## config.mk

```make
export PLATFORM = sky130hd
export DESIGN_NAME = dm_arbiter
export DESIGN_NICKNAME = d
export VERILOG_FILES = /design/src/rtl/dm_arbiter_pkg.sv /design/src/rtl/dm_arbiter_rr_arb2.sv /design/src/rtl/dm_arbiter.sv
export SDC_FILE = /design/constraint.sdc
export NUM_CORES = 1
export LEC_CHECK = 0
export CAP_MARGIN = 40
export CORE_MARGIN = 4
export CORE_UTILIZATION = 46
export CTS_CLUSTER_SIZE = 24
export DETAILED_ROUTE_END_ITERATION = 12
export PLACE_DENSITY = 0.87
export SETUP_SLACK_MARGIN = 0.3
export SLEW_MARGIN = 15
export SYNTH_ARGS = -nofsm -noshare
export SYNTH_HDL_FRONTEND = slang
export SYNTH_HIERARCHICAL = 1
export SYNTH_SLANG_ARGS = --single-unit
```

## constraint.sdc

```tcl
create_clock -name clk -period 4.2 [get_ports clk]
set_input_delay 0.84 -clock clk [delete_from_list [all_inputs] [get_ports clk]]
set_output_delay 0.84 -clock clk [all_outputs]
set_load 0.02 [all_outputs]
```

## src/rtl/dm_arbiter_pkg.sv

```systemverilog
// dm_arbiter_pkg: shared state encoding, port identifiers and counter sizing
// for the dm_4k data-memory arbiter.
`default_nettype none

package dm_arbiter_pkg;

  localparam int unsigned ST_W  = 2;
  localparam int unsigned CNT_W = 4;

  localparam logic [ST_W-1:0] ARB_IDLE   = 2'd0;
  localparam logic [ST_W-1:0] ARB_ACCESS = 2'd1;
  localparam logic [ST_W-1:0] ARB_RESP   = 2'd2;

  localparam logic PORT_CPU = 1'b0;
  localparam logic PORT_DMA = 1'b1;

endpackage

`default_nettype wire

```

## src/rtl/dm_arbiter_rr_arb2.sv

```systemverilog
// rr_arb2: combinational two-way round-robin pick. On a tie the port that
// was not served last wins.
`default_nettype none

module rr_arb2
  import dm_arbiter_pkg::*;
(
  input  logic req0_i,
  input  logic req1_i,
  input  logic last_i,
  output logic gnt_o,
  output logic valid_o
);

  always_comb begin
    valid_o = req0_i | req1_i;
    gnt_o   = PORT_CPU;
    if (req0_i && req1_i) begin
      gnt_o = ~last_i;
    end else if (req1_i) begin
      gnt_o = PORT_DMA;
    end
  end

endmodule

`default_nettype wire

```

## src/rtl/dm_arbiter.sv

```systemverilog
// dm_arbiter: shares the single-port data memory between the CPU and DMA
// ports; each grant runs a fixed LAT-cycle access followed by a done pulse.
`default_nettype none

module dm_arbiter
  import dm_arbiter_pkg::*;
#(
  parameter int ADDR_W = 10,
  parameter int DATA_W = 32,
  parameter int LAT    = 2
) (
  input  logic              clk,
  input  logic              rst_n,

  input  logic              cpu_req_i,
  input  logic              cpu_we_i,
  input  logic [ADDR_W-1:0] cpu_addr_i,
  input  logic [DATA_W-1:0] cpu_wdata_i,
  output logic [DATA_W-1:0] cpu_rdata_o,
  output logic              cpu_done_o,

  input  logic              dma_req_i,
  input  logic              dma_we_i,
  input  logic [ADDR_W-1:0] dma_addr_i,
  input  logic [DATA_W-1:0] dma_wdata_i,
  output logic [DATA_W-1:0] dma_rdata_o,
  output logic              dma_done_o,

  output logic [ADDR_W-1:0] mem_addr_o,
  output logic [DATA_W-1:0] mem_din_o,
  output logic              mem_we_o,
  input  logic [DATA_W-1:0] mem_dout_i,

  output logic              busy_o
);

  localparam logic [CNT_W-1:0] CNT_LOAD = CNT_W'(LAT - 1);

  logic [ST_W-1:0]   state_q, state_d;
  logic              rr_last_q, rr_last_d;
  logic              owner_q, owner_d;
  logic              we_q, we_d;
  logic [ADDR_W-1:0] addr_q, addr_d;
  logic [DATA_W-1:0] wdata_q, wdata_d;
  logic [CNT_W-1:0]  cnt_q, cnt_d;
  logic [DATA_W-1:0] cpu_rdata_q, cpu_rdata_d;
  logic [DATA_W-1:0] dma_rdata_q, dma_rdata_d;

  logic gnt;
  logic gnt_valid;
  logic last_beat;

  rr_arb2 u_rr_arb2 (
    .req0_i  (cpu_req_i),
    .req1_i  (dma_req_i),
    .last_i  (rr_last_q),
    .gnt_o   (gnt),
    .valid_o (gnt_valid)
  );

  assign last_beat = (cnt_q == '0);

  // State register
  always_ff @(posedge clk or negedge rst_n) begin
    if (!rst_n) begin
      state_q <= ARB_IDLE;
    end else begin
      state_q <= state_d;
    end
  end

  // Next-state logic
  always_comb begin
    state_d = state_q;
    case (state_q)
      ARB_IDLE:   if (gnt_valid) state_d = ARB_ACCESS;
      ARB_ACCESS: if (last_beat) state_d = ARB_RESP;
      ARB_RESP:   state_d = ARB_IDLE;
      default:    state_d = ARB_IDLE;
    endcase
  end

  // Transaction latches, access counter and per-port read-data capture
  always_comb begin
    rr_last_d   = rr_last_q;
    owner_d     = owner_q;
    we_d        = we_q;
    addr_d      = addr_q;
    wdata_d     = wdata_q;
    cnt_d       = cnt_q;
    cpu_rdata_d = cpu_rdata_q;
    dma_rdata_d = dma_rdata_q;

    if (state_q == ARB_IDLE && gnt_valid) begin
      owner_d   = gnt;
      rr_last_d = gnt;
      cnt_d     = CNT_LOAD;
      if (gnt == PORT_DMA) begin
        we_d    = dma_we_i;
        addr_d  = dma_addr_i;
        wdata_d = dma_wdata_i;
      end else begin
        we_d    = cpu_we_i;
        addr_d  = cpu_addr_i;
        wdata_d = cpu_wdata_i;
      end
    end

    if (state_q == ARB_ACCESS) begin
      if (!last_beat) begin
        cnt_d = cnt_q - CNT_W'(1);
      end else if (!we_q) begin
        if (owner_q == PORT_DMA) begin
          dma_rdata_d = mem_dout_i;
        end else begin
          cpu_rdata_d = mem_dout_i;
        end
      end
    end
  end

  // Reset leaves rr_last on DMA so the CPU wins the first tie
  always_ff @(posedge clk or negedge rst_n) begin
    if (!rst_n) begin
      rr_last_q   <= PORT_DMA;
      owner_q     <= PORT_CPU;
      we_q        <= 1'b0;
      addr_q      <= '0;
      wdata_q     <= '0;
      cnt_q       <= '0;
      cpu_rdata_q <= '0;
      dma_rdata_q <= '0;
    end else begin
      rr_last_q   <= rr_last_d;
      owner_q     <= owner_d;
      we_q        <= we_d;
      addr_q      <= addr_d;
      wdata_q     <= wdata_d;
      cnt_q       <= cnt_d;
      cpu_rdata_q <= cpu_rdata_d;
      dma_rdata_q <= dma_rdata_d;
    end
  end

  // Output logic
  always_comb begin
    mem_addr_o = '0;
    mem_din_o  = '0;
    mem_we_o   = 1'b0;
    busy_o     = 1'b0;
    cpu_done_o = 1'b0;
    dma_done_o = 1'b0;
    case (state_q)
      ARB_ACCESS: begin
        mem_addr_o = addr_q;
        mem_din_o  = wdata_q;
        mem_we_o   = we_q & last_beat;
        busy_o     = 1'b1;
      end
      ARB_RESP: begin
        busy_o     = 1'b1;
        cpu_done_o = (owner_q == PORT_CPU);
        dma_done_o = (owner_q == PORT_DMA);
      end
      default: ;
    endcase
  end

  assign cpu_rdata_o = cpu_rdata_q;
  assign dma_rdata_o = dma_rdata_q;

endmodule

`default_nettype wire

```

Yosys cells after proc, flatten, opt, wreduce, memory -nomap -nowiden

Cells that the tools add are included.
Widths: inputs -> output; s select.

Register bits after elaboration: 115
Input port bits: 122
Output and inout port bits: 110
Logic and storage cells: 44

Add/sub/neg operators: 1
Equal/unequal tests: 4
Mux-type cells: 17
Bitwise operators: 5
Reductions and logical operators: 8

Operators with widths:

| cell                | count |
|---|---|
| $mux 32             | 2 |
| $mux 10             | 2 |
| $mux 4              | 3 |
| $reduce_and 4->1    | 2 |
| $mux 1              | 7 |
| $logic_not 4->1     | 1 |
| $mux 2              | 2 |
| $ne 2x2->1 const B  | 2 |
| $pmux 2 s2          | 1 |
| $sub 4x1->4 const B | 1 |
| $not 1->1           | 3 |
| $eq 2x1->1 const B  | 1 |
| $eq 2x2->1 const B  | 1 |
| $logic_and 1x1->1   | 2 |
| $logic_not 2->1     | 1 |
| $reduce_and 2->1    | 1 |
| $reduce_or 2->1     | 1 |
| $and 1x1->1         | 1 |
| $or 1x1->1          | 1 |

Logic depth before layout (Yosys ltp)

Word-level depth: 5
Mapped depth: 6
Mapped depth without buffers: 5

By module

Netlist, hierarchy kept.

Modules (own cells, without submodules):

| module     | instances | cells each | area an instance (µm²) | seq. area each (µm²) |
|---|---|---|---|---|
| dm_arbiter | 1         | 419        | 5248.8                 | 2879.0 |
| rr_arb2    | 1         | 2          | 13.8                   | 0.0 |

Worst setup path after synthesis

OpenSTA, ideal clock, no wires.

Path type: register to output
Start: register state_q[1]
End: output mem_addr_o[0]
Arrival time: 1389 ps
Data required time: 3360 ps
Path slack: 1971 ps
Cell stages (with the launch flop): 6
Buffers on the path: 2
Cell sequence: dfrtp_1 > inv_1 > ha_1 > clkbuf_1 > clkbuf_1 > and2_1

Word-level cells in the longest chain between the ends: 2

Ends and longest elaborated chain:

| element                  | line              | text |
|---|---|---|
| start: declaration       | dm_arbiter.sv:39  | `logic [ST_W-1:0] state_q, state_d;` |
| start signal: assignment | dm_arbiter.sv:68  | `state_q <= state_d;` |
| $eq 2x1->1               | dm_arbiter.sv:153 | `case (state_q)` |
| $mux 10                  | dm_arbiter.sv:153 |  |
| end: declaration         | dm_arbiter.sv:29  | `output logic [ADDR_W-1:0] mem_addr_o,` |

No other way between the ends.

Worst setup path in the final report

Start: register state_q[1]
End: output mem_addr_o[3]

The elaborated chain is that of the path after synthesis.

==> results_dict.tcl <==
set metrics [dict create \
    wire_per_inst_um 17.39 \
    antenna_found_initial 0 \
    cts_hold_buf 0 \
    mappedNetlistArea_mm2 0.005263 \
    vdd_ir_drop_max_mv 0.4756 \
    slew_headroom_pct 44.20 \
    design.die.area_mm2 0.01322 \
    htree_levels 4 \
    first_pass_iters 4 \
    synth_top_area_share_pct 54.21 \
    place_area_mm2 0.007686 \
    fin_skew_ps 22.14 \
    yosysWarnings 6 \
    grt_pass1_vias 4348 \
    cts_tree "built" \
    io_pins 232 \
    synthFlopType "dfrtp_1" \
    worst_pin_slew_ps 834.0 \
    cts_resized 0 \
    cts_root_buf "clkbuf_16" \
    synth_area_per_cell_um2 12.50 \
    critPathArrivalTime_ps 2340 \
    r2r-start "cnt_q[0]" \
    routabilityCongestion 0.7822 \
    grt_pass1_wl_mm 22.30 \
    final_nets 780 \
    synthTopCellsByArea "dfrtp_1 (54%), mux2i_1 (9.1%), mux2_4 (8.6%), mux2_2 (7.1%), and2_1 (5.5%)" \
    area.growth.synth_to_final_pct 57.18 \
    hold_class "input pin to async pin" \
    place.detailed.hpwl_mm 10.51 \
    status "finished, final reports clean" \
    r2r-end "dma_rdata_o[5]" \
    synth-seq-cells 115 \
    async_reset_ff_share_pct 100.0 \
    setup_tns_ps 0 \
    fmax_mhz 314.4 \
    layout_common_cells "clkdlybuf4s50_1 (230), dfrtp_1 (114), nand2_1 (52)" \
    yosysTopAreaCell "dfrtp_1" \
    pwr_density_cell_mw_per_mm2 772.7 \
    worst-r2r-cell-count 5 \
    utilization_pct 74.99 \
    clk_latency_ps 410 \
    ys_seq_area_share_pct 54.71 \
    rrSetupSlack_ps 2000 \
    die_h_um 115.0 \
    wirelength_mm 13.96 \
    viasPerCell 4.998 \
    numCtsBuffers 17 \
    finalCritPeriodShare_pct 75.73 \
    cp-endpoint "mem_addr_o[3]" \
    cts.clk_slew.worst_paths_ps 50 \
    cts_sinks 115 \
    maxCapViolations 0 \
    drc 0 \
    postCtsSetupRepairBufs 0 \
    postLayoutCellArea_mm2 0.008272 \
    worstSetupStartpoint "state_q[1]" \
    report.final.slew_viol_count 0 \
    drtIter0Drc 203 \
    final_antenna_net_count 0 \
    grt_max_degree 55 \
    cp-end-kind "output pin" \
    rows 38 \
    cts_buffer_depth 2 \
    start_kind "register" \
    core_mm2 0.01103 \
    gr-total-overflow 0 \
    portBuffers 231 \
    diodes 0 \
    synth_nets 549 \
    fillCellCount 688 \
    die_w_um 115.0 \
    path_class "register to output pin" \
    finalHoldViolCount 0 \
    mostFrequentLayoutCell "clkdlybuf4s50_1" \
    worstPathMaxFanout 47 \
    vias 4013 \
    finalCriticalPeriod_ps 3181 \
    leakagePower_nw 3.718 \
    rsz0062_at_grt "no" \
    synth_edf_count 0 \
    worstPathRequired_ps 3360 \
    start_util_pct 47.71 \
    ys_types 24 \
    drive_above_1_share_pct 15.23 \
    netlist_instances 421 \
    setup_viol 0 \
    grt_usage_pct 21.67 \
]
area by class of cell:
class	count	area [um^2]	share of cell area [%]
flip-flops and latches	115	2879	34.81
repair buffers	237	2380	28.77
multi-input cells	276	2233	27.00
clock buffers	25	485.5	5.869
well taps	140	175.2	2.118
clock inverters	5	100.1	1.210
inverters	5	18.77	0.2269
metal layers:
metal / global-route usage [%] / routed length [um]
met4: 8.216 / 253
met3: 7.053 / 1157
met1: 26.56 / 5765
met2: 35.76 / 6787
met5: 0 / 0
worst min-delay path by stage:
stage / endpoint / slack (ps)
6_report: dma_rdata_o[4] / 400
5_1_grt: dma_rdata_o[8] / 420
4_1_cts: dma_rdata_o[4] / 400
3_5_place_dp: wdata_q[25] / 460
3_3_place_gp: wdata_q[6] / 460
2_1_floorplan: rr_last_q / 440
power by group:
group / switching, mW / internal (mW) / total, mW
combinational: 1.42 / 1.54 / 2.96
clock: 0.445 / 0.970 / 1.41
sequential: 0.346 / 1.67 / 2.02
total: 2.21 / 4.19 / 6.39
sequential cells by signal, indices dropped and copies added (netlist names):
register and flops:
wdata_q 32, we_q 1, rr_last_q 1, addr_q 10, cnt_q 4, state_q 2
cpu_rdata_o 32, owner_q 1, dma_rdata_o 32
metrics by stage:
step | setup WS, ps | cells | total power, mW | hold slack (ps)
4_1_cts | 967.7 | 803 | 6.459 | 397.4
6_report | 1019 | 803 | 6.392 | 400.1
5_1_grt | 860.3 | 803 | 6.763 | 415.7
3_5_place_dp | 1417 | 773 | 5.000 | 464.8
2_1_floorplan | 1971 | 421 | 3.588 | 439.1
3_3_place_gp | 1466 | 772 | 4.883 | 455.3
synthesized netlist by cell type, types with 3 or more instances:
cell type    n
dfrtp_1    114
nand2_1     53
mux2i_1     48
and2_1      46
o21ai_0     44
mux2_2      33
mux2_4      30
clkbuf_1    14
buf_6        6
ha_1         6
buf_2        5
inv_1        5
mux2_1       4
nor2_1       3
cells by family (layout without fill, tap and decap cells):
group	count (synthesis)	count (layout)	share of synthesized area (%)
buffers and inverters	30	272	3.114
muxes	115	115	25.61
and+or+nand+nor	109	109	10.65
DFF	115	115	54.71
adders and majority gates	6	6	1.426
AOI/OAI and AO/OA	46	46	4.494
worst max-delay path, cell delays in order, from the launching register on:
cell and delay, ps:
dfrtp_1 400, inv_1 130, ha_1 180, buf_4 340, and2_1 270, clkdlybuf4s50_1 630
Note: power is estimated with default switching activity, not from simulation.
